`config.mk`:
```
export PLATFORM = sky130hd
export DESIGN_NAME = semaphore_data_encoder
export DESIGN_NICKNAME = d
export VERILOG_FILES = /design/src/rtl/semaphore_data_encoder.sv
export SDC_FILE = /design/constraint.sdc
export NUM_CORES = 1
export LEC_CHECK = 0
export BUFFER_PORTS_ARGS = -buffer_cell sky130_fd_sc_hd__buf_2
export CELL_PAD_IN_SITES_DETAIL_PLACEMENT = 1
export CELL_PAD_IN_SITES_GLOBAL_PLACEMENT = 1
export CORE_ASPECT_RATIO = 0.9
export CORE_MARGIN = 2
export CORE_UTILIZATION = 31
export DETAILED_ROUTE_END_ITERATION = 12
export GPL_TIMING_DRIVEN = 0
export PLACE_DENSITY_LB_ADDON = 0.1
export SLEW_MARGIN = 20
export SYNTH_ARGS = -nofsm -noshare
export SYNTH_HDL_FRONTEND = slang
export SYNTH_SLANG_ARGS = --single-unit
```
`constraint.sdc`:
```
create_clock -name CLK -period 2.1 [get_ports CLK]
set_input_delay 0.42 -clock CLK [delete_from_list [all_inputs] [get_ports CLK]]
set_output_delay 0.42 -clock CLK [all_outputs]
set_load 0.02 [all_outputs]
```
`src/rtl/semaphore_data_encoder.sv`:
```
// Write side of the hardware semaphore block. Per-core TAKE/GIVE requests are
// serialised round-robin, and the ownership state is published as per-core status nibbles.
module semaphore_data_encoder #(
  parameter int NumberOfSemaphores = 4,
  parameter int NumberOfCores      = 2
) (
  input  logic                                           CLK,
  input  logic                                           RST,
  input  logic [NumberOfCores-1:0]                       SEMAPHOREDATAENCODER_Req_fromCPU,
  input  logic [8*NumberOfCores-1:0]                     SEMAPHOREDATAENCODER_Addr_fromCPU,
  input  logic [4*NumberOfCores-1:0]                     SEMAPHOREDATAENCODER_Cmd_fromCPU,
  output logic [NumberOfCores-1:0]                       SEMAPHOREDATAENCODER_Ack_toCPU,
  output logic [4*NumberOfSemaphores*NumberOfCores-1:0]  SEMAPHOREDATAENCODER_Data_toSemaphore
);

  localparam int NS = NumberOfSemaphores;
  localparam int NC = NumberOfCores;
  localparam int OW = $clog2(NC);
  localparam int SW = $clog2(NS);
  localparam int DW = $clog2(NS * NC);

  localparam logic [3:0] CMD_TAKE = 4'h1;
  localparam logic [3:0] CMD_GIVE = 4'h2;

  logic [NS-1:0]          held;
  logic [NS-1:0][OW-1:0]  owner;
  logic [NS*NC-1:0]       denied;
  logic [OW-1:0]          ptr;

  logic [7:0]             addr_arr [NC];
  logic [3:0]             cmd_arr  [NC];
  logic [NC-1:0]          eligible;
  logic                   grant_valid;
  logic [OW-1:0]          grant_idx;
  logic [OW-1:0]          cand;
  logic [7:0]             sel_addr;
  logic [3:0]             sel_cmd;
  logic                   addr_ok;
  logic [SW-1:0]          sel_sem;
  logic [DW-1:0]          den_idx;

  always_comb begin
    for (int c = 0; c < NC; c++) begin
      addr_arr[c] = SEMAPHOREDATAENCODER_Addr_fromCPU[8*c +: 8];
      cmd_arr[c]  = SEMAPHOREDATAENCODER_Cmd_fromCPU[4*c +: 4];
    end
  end

  // A core whose ack is high this cycle is masked so the same request is not granted twice.
  always_comb begin
    eligible    = SEMAPHOREDATAENCODER_Req_fromCPU & ~SEMAPHOREDATAENCODER_Ack_toCPU;
    grant_valid = 1'b0;
    grant_idx   = '0;
    cand        = '0;
    for (int i = 0; i < NC; i++) begin
      cand = OW'((int'(ptr) + i) % NC);
      if (!grant_valid && eligible[cand]) begin
        grant_valid = 1'b1;
        grant_idx   = cand;
      end
    end
  end

  always_comb begin
    sel_addr = addr_arr[grant_idx];
    sel_cmd  = cmd_arr[grant_idx];
    addr_ok  = (int'(sel_addr) < NS);
    sel_sem  = SW'(sel_addr);
    den_idx  = DW'(int'(sel_sem) * NC + int'(grant_idx));
  end

  always_ff @(posedge CLK or posedge RST) begin
    if (RST) begin
      held                           <= '0;
      owner                          <= '0;
      denied                         <= '0;
      ptr                            <= '0;
      SEMAPHOREDATAENCODER_Ack_toCPU <= '0;
    end else begin
      SEMAPHOREDATAENCODER_Ack_toCPU <= '0;
      if (grant_valid) begin
        SEMAPHOREDATAENCODER_Ack_toCPU[grant_idx] <= 1'b1;
        ptr <= (grant_idx == OW'(NC - 1)) ? '0 : grant_idx + 1'b1;
        // Out-of-range addresses and NOP commands are acked without touching any state.
        if (addr_ok) begin
          case (sel_cmd)
            CMD_TAKE: begin
              if (!held[sel_sem]) begin
                held[sel_sem]   <= 1'b1;
                owner[sel_sem]  <= grant_idx;
                denied[den_idx] <= 1'b0;
              end else if (owner[sel_sem] == grant_idx) begin
                denied[den_idx] <= 1'b0;
              end else begin
                denied[den_idx] <= 1'b1;
              end
            end
            CMD_GIVE: begin
              if (held[sel_sem] && owner[sel_sem] == grant_idx) begin
                held[sel_sem]   <= 1'b0;
                denied[den_idx] <= 1'b0;
              end else begin
                denied[den_idx] <= 1'b1;
              end
            end
            default: ;
          endcase
        end
      end
    end
  end

  // Status nibbles depend only on registered state, so there is no input-to-output path.
  always_comb begin
    for (int s = 0; s < NS; s++) begin
      for (int c = 0; c < NC; c++) begin
        SEMAPHOREDATAENCODER_Data_toSemaphore[4*(s*NC+c) +: 4] = {
          1'b0,
          denied[s*NC+c],
          held[s] && (owner[s] != OW'(c)),
          held[s] && (owner[s] == OW'(c))
        };
      end
    end
  end

endmodule

```
==> results by group, run 1 <==
CTS
  • Clk slew on worst S/H paths: 0.07 ns
  • CTS buffer count: 3
  • Sink Count: 19
  • Root Driver: clkbuf_8
  • Clock Latency Late Sink: 0.26 ns
  • TritonCTS clock tree: built
  • H-tree depth: 1
  • Max Buffers Root-to-Sink: 2

Placement
  • HPWL Detailed: 3180 um
  • DP Cell Count: 276
  • DP Area: 1810 um2
  • Port bufs: 51
  • Gp weighted congestion: 0.802
  • DP Worst Slack: -0.363 ns

STA
  • RSZ-0062 raised after global routing: yes
  • Worst clock skew: 0.00105 ns
  • Worst hold slack: 0.288 ns
  • Worst-Margin Slew: 0.766 ns
  • Final setup viols: 15
  • Count of final hold-check violations: 0
  • Setup slack after layout: -0.188 ns
  • Fin Setup TNS: -1.92 ns
  • Worst slew margin: 0.489
  • Final Max Slew Viols: 0
  • Tcrit/Tclk final: 1.09
  • Top achievable clock speed: 0.437 GHz
  • Min Clock Period, post-route: 2.29 ns

Worst setup path
  • Crit path launch type: flip-flop
  • Critical Path RT: 2.26 ns
  • Crit-path max FO: 7
  • CP Class: reg -> reg
  • Critical Path AT: 2.45 ns
  • Critical Path End Type: flip-flop

Floorplanning
  • I/O pins: 62
  • Initial cell density of the core: 0.322
  • Die area: 5190 um2
  • Site Rows: 23
  • Core ar.: 4460 um2
  • Horiz. Die Dim: 75.8 um
  • Die Span Y: 68.6 um

Power and ir drop
  • Maximum VDD drop: 0.283 mV
  • Pwr Total: 1.05 mW
  • PwrDens: 514 nW/um2
  • P_leak: 1.02 nW

Final layout
  • Layout Nets: 260
  • Post-route cell area: 2030 um2
  • Leading cell type in the layout, fill and taps excluded: buf_2
  • Fraction of layout cells with a size suffix above 1: 0.511
  • Area delta synth->final: 41.6%
  • Layout Utilization: 0.456
  • Most frequent cells in the layout: buf_2 (52), buf_4 (29), dfrtp_1 (17)
  • Layout filler cell count: 563
  • Diodes inserted: 0
  • Post-route insts no fill: 293

Outcome
  • Violated checks: negative setup slack
  • Run status: complete, but fails checks

Synth
  • Mapped Area: 1440 um2
  • Mean Syn Cell Area: 9.21 um2
  • Register area share after synthesis: 0.331
  • Area leader, netlist: dfrtp_1
  • Synthesized flop and latch total: 19
  • Yosys warnings: 0
  • Synth area leaders: dfrtp_1 (33%), buf_4 (8.4%), mux2i_1 (7.7%)
  • Synth top area share: 0.331
  • Post-synthesis cell type count: 49
  • Cell count after synthesis: 156

Route
  • Vias/cell: 4.85
  • Post-route DRC: 0
  • First drt pass iteration count: 4
  • Post-DRT Antenna Nets: 0
  • DR iter-0 viols: 36
  • Routed len/inst: 14.9 um
  • Routed vias: 1420
  • Routed WL: 4380 um

Global route
  • Overall Global Routing Usage: 0.187
  • Vias in the first global route: 1545
  • First-pass GRT wire length: 7260 um
  • Initial antenna violation count: 0
  • Gr ovfl total: 0
  • Largest net degree at the start of global routing: 20

Hold path
  • Tightest Hold Check Type: in -> async

Job
  • MaxCap Viol Count: 0
-- cells in the mapped netlist (all sizes together) --
cell type / n
nor2: 15
a211o: 2
o21ai: 6
nor3: 7
nor4: 2
or3b: 1
mux2i: 12
o31ai: 4
and2: 6
a31oi: 1
o221ai: 1
nor2b: 6
o22a: 4
or4: 1
a21o: 1
inv: 9
nand2: 11
o21bai: 1
buf: 19
a211oi: 2
mux2: 3
nor3b: 1
o211a: 1
o41ai: 1
or2: 1
o41a: 1
nand3: 3
nand3b: 1
dfrtp: 19
a311oi: 1
conb: 1
a21oi: 4
nand2b: 4
and4: 1
nand4b: 1
or2b: 1
o21a: 1
-- worst max-delay path, stage by stage (launching register included) --
cell and delay, ns:
dfrtp_2 0.41, nand2b_4 0.17, or3b_4 0.40, and2_4 0.16, o211a_1 0.25, or2_1 0.22, a211o_4 0.38, o41ai_2 0.20
-- report_power, final --
part | total (mW) | switching, mW | internal [mW]
clock network | 0.263 | 0.128 | 0.135
logic | 0.382 | 0.209 | 0.173
registers | 0.402 | 0.0173 | 0.384
-- cell type report --
class / count / area, um2 / share of cell area
buffer: 19 / 151 / 0.0744
clock buffer: 4 / 45.0 / 0.0221
inverter: 9 / 33.8 / 0.0166
multi-input combinational: 116 / 896 / 0.440
sequential: 19 / 478 / 0.235
tap: 62 / 77.6 / 0.0381
timing repair buffer: 64 / 353 / 0.173
-- final timing paths --
kind                                                      startpoint                                end  slack [ns]  depth (start not counted)
worst max-delay path               SEMAPHOREDATAENCODER_Ack_toCPU[1]                          flip-flop       -0.19                          7
max in group asynchronous                                        RST  SEMAPHOREDATAENCODER_Ack_toCPU[0]        1.28                          2
min in group CLK                SEMAPHOREDATAENCODER_Addr_fromCPU[9]                          flip-flop        0.38                          2
worst max register to register     SEMAPHOREDATAENCODER_Ack_toCPU[1]                          flip-flop       -0.19                          7
worst min-delay path                                             RST                          async pin        0.29                          2
worst min register to register                             flip-flop                          flip-flop        0.50                          2
-- cells by family (layout without fill, tap and decap cells) --
family                 after synthesis  after routing  synth area share
multiplexers                        15             15             0.110
flip-flops                          19             19             0.331
other                                1              8           0.00261
AND/OR/NAND/NOR                     62             62             0.247
AO/OA/AOI/OAI                       31             31             0.180
buffers and inverters               28             96             0.129
-- per-layer routing --
metal	vias to the layer above	global-route usage	wire [um]
met5	-	0	0
met4	0	0.0526	63
met3	9	0.0334	184
met2	40	0.363	2410
met1	691	0.205	1720
li1	680	-	-
-- repair_timing --
item | 4_1_cts | 5_1_grt
hold buffers | 0 | 0
endpoints found under the setup margin | 15 | 16
setup buffers | 11 | 2
gates cloned | 0 | 0
resized for setup | 11 | 6
pin swaps | 9 | 4
Power figures use the tool's default switching activity.
==> inputs of run 2 (changes only) <==
--- a/config.mk
+++ b/config.mk
@@ -13,6 +13,7 @@
 export CORE_UTILIZATION = 31
 export DETAILED_ROUTE_END_ITERATION = 12
 export GPL_TIMING_DRIVEN = 0
+export MAX_ROUTING_LAYER = met4
 export PLACE_DENSITY_LB_ADDON = 0.1
 export SLEW_MARGIN = 20
 export SYNTH_ARGS = -nofsm -noshare
==> results by group, run 2 (synthesis gave the netlist of run 1 again) <==
CTS
  • Max Buffers Root-to-Sink: 2 (unchanged)
  • Clock Latency Late Sink: 0.26 ns (about the same)
  • Root Driver: clkbuf_8
  • CTS buffer count: 3 (unchanged)
  • Sink Count: 19 (unchanged)
  • H-tree depth: 1 (unchanged)
  • Clk slew on worst S/H paths: 0.07 ns (about the same)
  • TritonCTS clock tree: built

Final layout
  • Area delta synth->final: 41.6% (unchanged)
  • Diodes inserted: 0 (unchanged)
  • Layout Utilization: 0.456 (unchanged)
  • Post-route cell area: 2030 um2 (unchanged)
  • Layout filler cell count: 563 (unchanged)
  • Fraction of layout cells with a size suffix above 1: 0.511 (unchanged)
  • Layout Nets: 260 (unchanged)
  • Most frequent cells in the layout: buf_2 (52), buf_4 (29), dfrtp_1 (17)
  • Leading cell type in the layout, fill and taps excluded: buf_2

Job
  • MaxCap Viol Count: 0 (unchanged)

Worst setup path
  • Flop-to-flop setup slack: -0.19 ns (about the same)
  • Critical Path End Type: flip-flop
  • Critical Path RT: 2.26 ns (about the same)
  • Critical Path AT: 2.45 ns (about the same)
  • Cells on worst reg2reg path: 7 (unchanged)
  • Crit path launch type: flip-flop
  • CP Cell Sequence: nand2b_4 -> or3b_4 -> and2_4 -> o211a_1 -> or2_1 -> a211o_4 -> o41ai_2
  • Worst path bufs/invs: 0 (unchanged)
  • CP delay by family, top: simple AND/OR/NAND/NOR gates
  • Crit-path max cell delay: 0.41 ns (about the same)
  • Slowest stage cell, crit path: dfrtp_2
  • Worst R2R Start: SEMAPHOREDATAENCODER_Ack_toCPU[1]
  • CP Class: reg -> reg
  • Crit-path max FO: 7 (unchanged)

STA
  • Count of final hold-check violations: 0 (unchanged)
  • Top achievable clock speed: 0.437 GHz (about the same)
  • Worst slew margin: 0.489 (about the same)
  • Worst-Margin Slew: 0.766 ns (-0.0000398 ns)
  • Setup slack after layout: -0.188 ns (-0.000184 ns)
  • Final Max Slew Viols: 0 (unchanged)
  • RSZ-0062 raised after global routing: yes
  • Tcrit/Tclk final: 1.09 (about the same)
  • Min Clock Period, post-route: 2.29 ns (+0.000184 ns)
  • Worst clock skew: 0.000914 ns (-0.000131 ns)
  • Final setup viols: 15 (unchanged)
  • Worst hold slack: 0.289 ns (+0.000145 ns)

Route
  • Post-route DRC: 0 (unchanged)
  • First drt pass iteration count: 4 (unchanged)
  • Vias/cell: 4.85 (about the same)
  • Routed len/inst: 14.9 um (about the same)
  • Routed vias: 1421 (+0.070%)
  • Routed WL: 4380 um (about the same)
  • DR iter-0 viols: 37 (+2.8%)
  • Post-DRT Antenna Nets: 0 (unchanged)

Floorplanning
  • Initial cell density of the core: 0.322 (unchanged)
  • Die Span Y: 68.6 um (unchanged)
  • Die area: 5190 um2 (unchanged)
  • Site Rows: 23 (unchanged)
  • Core ar.: 4460 um2 (unchanged)
  • I/O pins: 62 (unchanged)
  • Horiz. Die Dim: 75.8 um (unchanged)

Power and ir drop
  • Pwr Total: 1.05 mW (about the same)
  • P_leak: 1.02 nW (unchanged)
  • PwrDens: 514 nW/um2 (about the same)
  • Maximum VDD drop: 0.283 mV (about the same)

Global route
  • GR Layer Usage met1: 0.205 (unchanged)
  • Vias in the first global route: 1543 (-0.13%)
  • GR peak layer: met2
  • Routing usage on met2: 0.363 (unchanged)
  • Initial antenna violation count: 0 (unchanged)
  • GRT met3 Usage: 0.0334 (unchanged)
  • Gr ovfl total: 0 (unchanged)
  • Overall Global Routing Usage: 0.192 (+0.00529)
  • Largest net degree at the start of global routing: 20 (unchanged)
  • First-pass GRT wire length: 7250 um (about the same)

Placement
  • DP Area: 1810 um2 (unchanged)
  • DP Worst Slack: -0.363 ns (unchanged)
  • HPWL Detailed: 3180 um (unchanged)
  • Gp weighted congestion: 0.814 (+1.4%)
  • Port bufs: 51 (unchanged)

Outcome
  • Run status: complete, but fails checks
  • Violated checks: negative setup slack

Hold path
  • Tightest Hold Check Type: in -> async
[run 2: cell counts in the layout (fill, tap and decap cells not counted)]
Identical to the previous run, type by type.
[run 2: cell type report]
| class | count | area [um2] | area share |
|---|---|---|---|
| Buffer | 19 | 151 | 0.0744 |
| Clock buffer | 4 | 45.0 | 0.0221 |
| Inverter | 9 | 33.8 | 0.0166 |
| Multi-Input combinational cell | 116 | 896 | 0.440 |
| Sequential cell | 19 | 478 | 0.235 |
| Tap cell | 62 | 77.6 | 0.0381 |
| Timing Repair Buffer | 64 | 353 | 0.173 |
[run 2: routing by layer]
metal | vias to the layer above | share of wire | wire length, um
met4 | 0 | 0.014 | 62
met5 | - | 0 | 0
met2 | 42 | 0.55 | 2420
li1 | 679 | - | -
met3 | 9 | 0.044 | 192
met1 | 691 | 0.39 | 1710
[run 2: repair_timing]
| item | 4_1_cts | 5_1_grt |
|---|---|---|
| setup buffers | 11 | 2 |
| endpoints found under the setup margin | 15 | 16 |
| hold buffers | 0 | 0 |
| resized for setup | 11 | 6 |
| pin swaps | 9 | 4 |
[run 2: worst max-delay path by stage]
| stage | slack [ns] | to | startpoint | depth (start not counted) |
|---|---|---|---|---|
| 2_1_floorplan | -0.09 | flip-flop | SEMAPHOREDATAENCODER_Ack_toCPU[1] | 7 |
| 3_3_place_gp | -0.32 | flip-flop | SEMAPHOREDATAENCODER_Req_fromCPU[0] | 8 |
| 3_5_place_dp | -0.36 | flip-flop | SEMAPHOREDATAENCODER_Req_fromCPU[0] | 8 |
| 4_1_cts | -0.16 | flip-flop | SEMAPHOREDATAENCODER_Ack_toCPU[1] | 7 |
| 5_1_grt | -0.30 | flip-flop | SEMAPHOREDATAENCODER_Ack_toCPU[0] | 7 |
| 6_report | -0.19 | flip-flop | SEMAPHOREDATAENCODER_Ack_toCPU[1] | 7 |
[run 2: worst register-to-register path: cells and delay by family (launching register included)]
family / cells / cell delay, ns
flip-flops: 1 / 0.41
AO/OA/AOI/OAI: 3 / 0.83
AND/OR/NAND/NOR: 4 / 0.95
[run 2: metrics by stage]
stage          cells  setup TNS, ns
6_report         293          -1.92
3_3_place_gp     276          -4.14
5_1_grt          293          -3.53
3_5_place_dp     276          -4.65
4_1_cts          291          -1.25
2_1_floorplan    163         -0.320
[run 2: power by group]
| group | internal (mW) | switching [mW] |
|---|---|---|
| sequential | 0.384 | 0.0173 |
| clock | 0.135 | 0.128 |
| combinational | 0.173 | 0.209 |
| total | 0.692 | 0.354 |
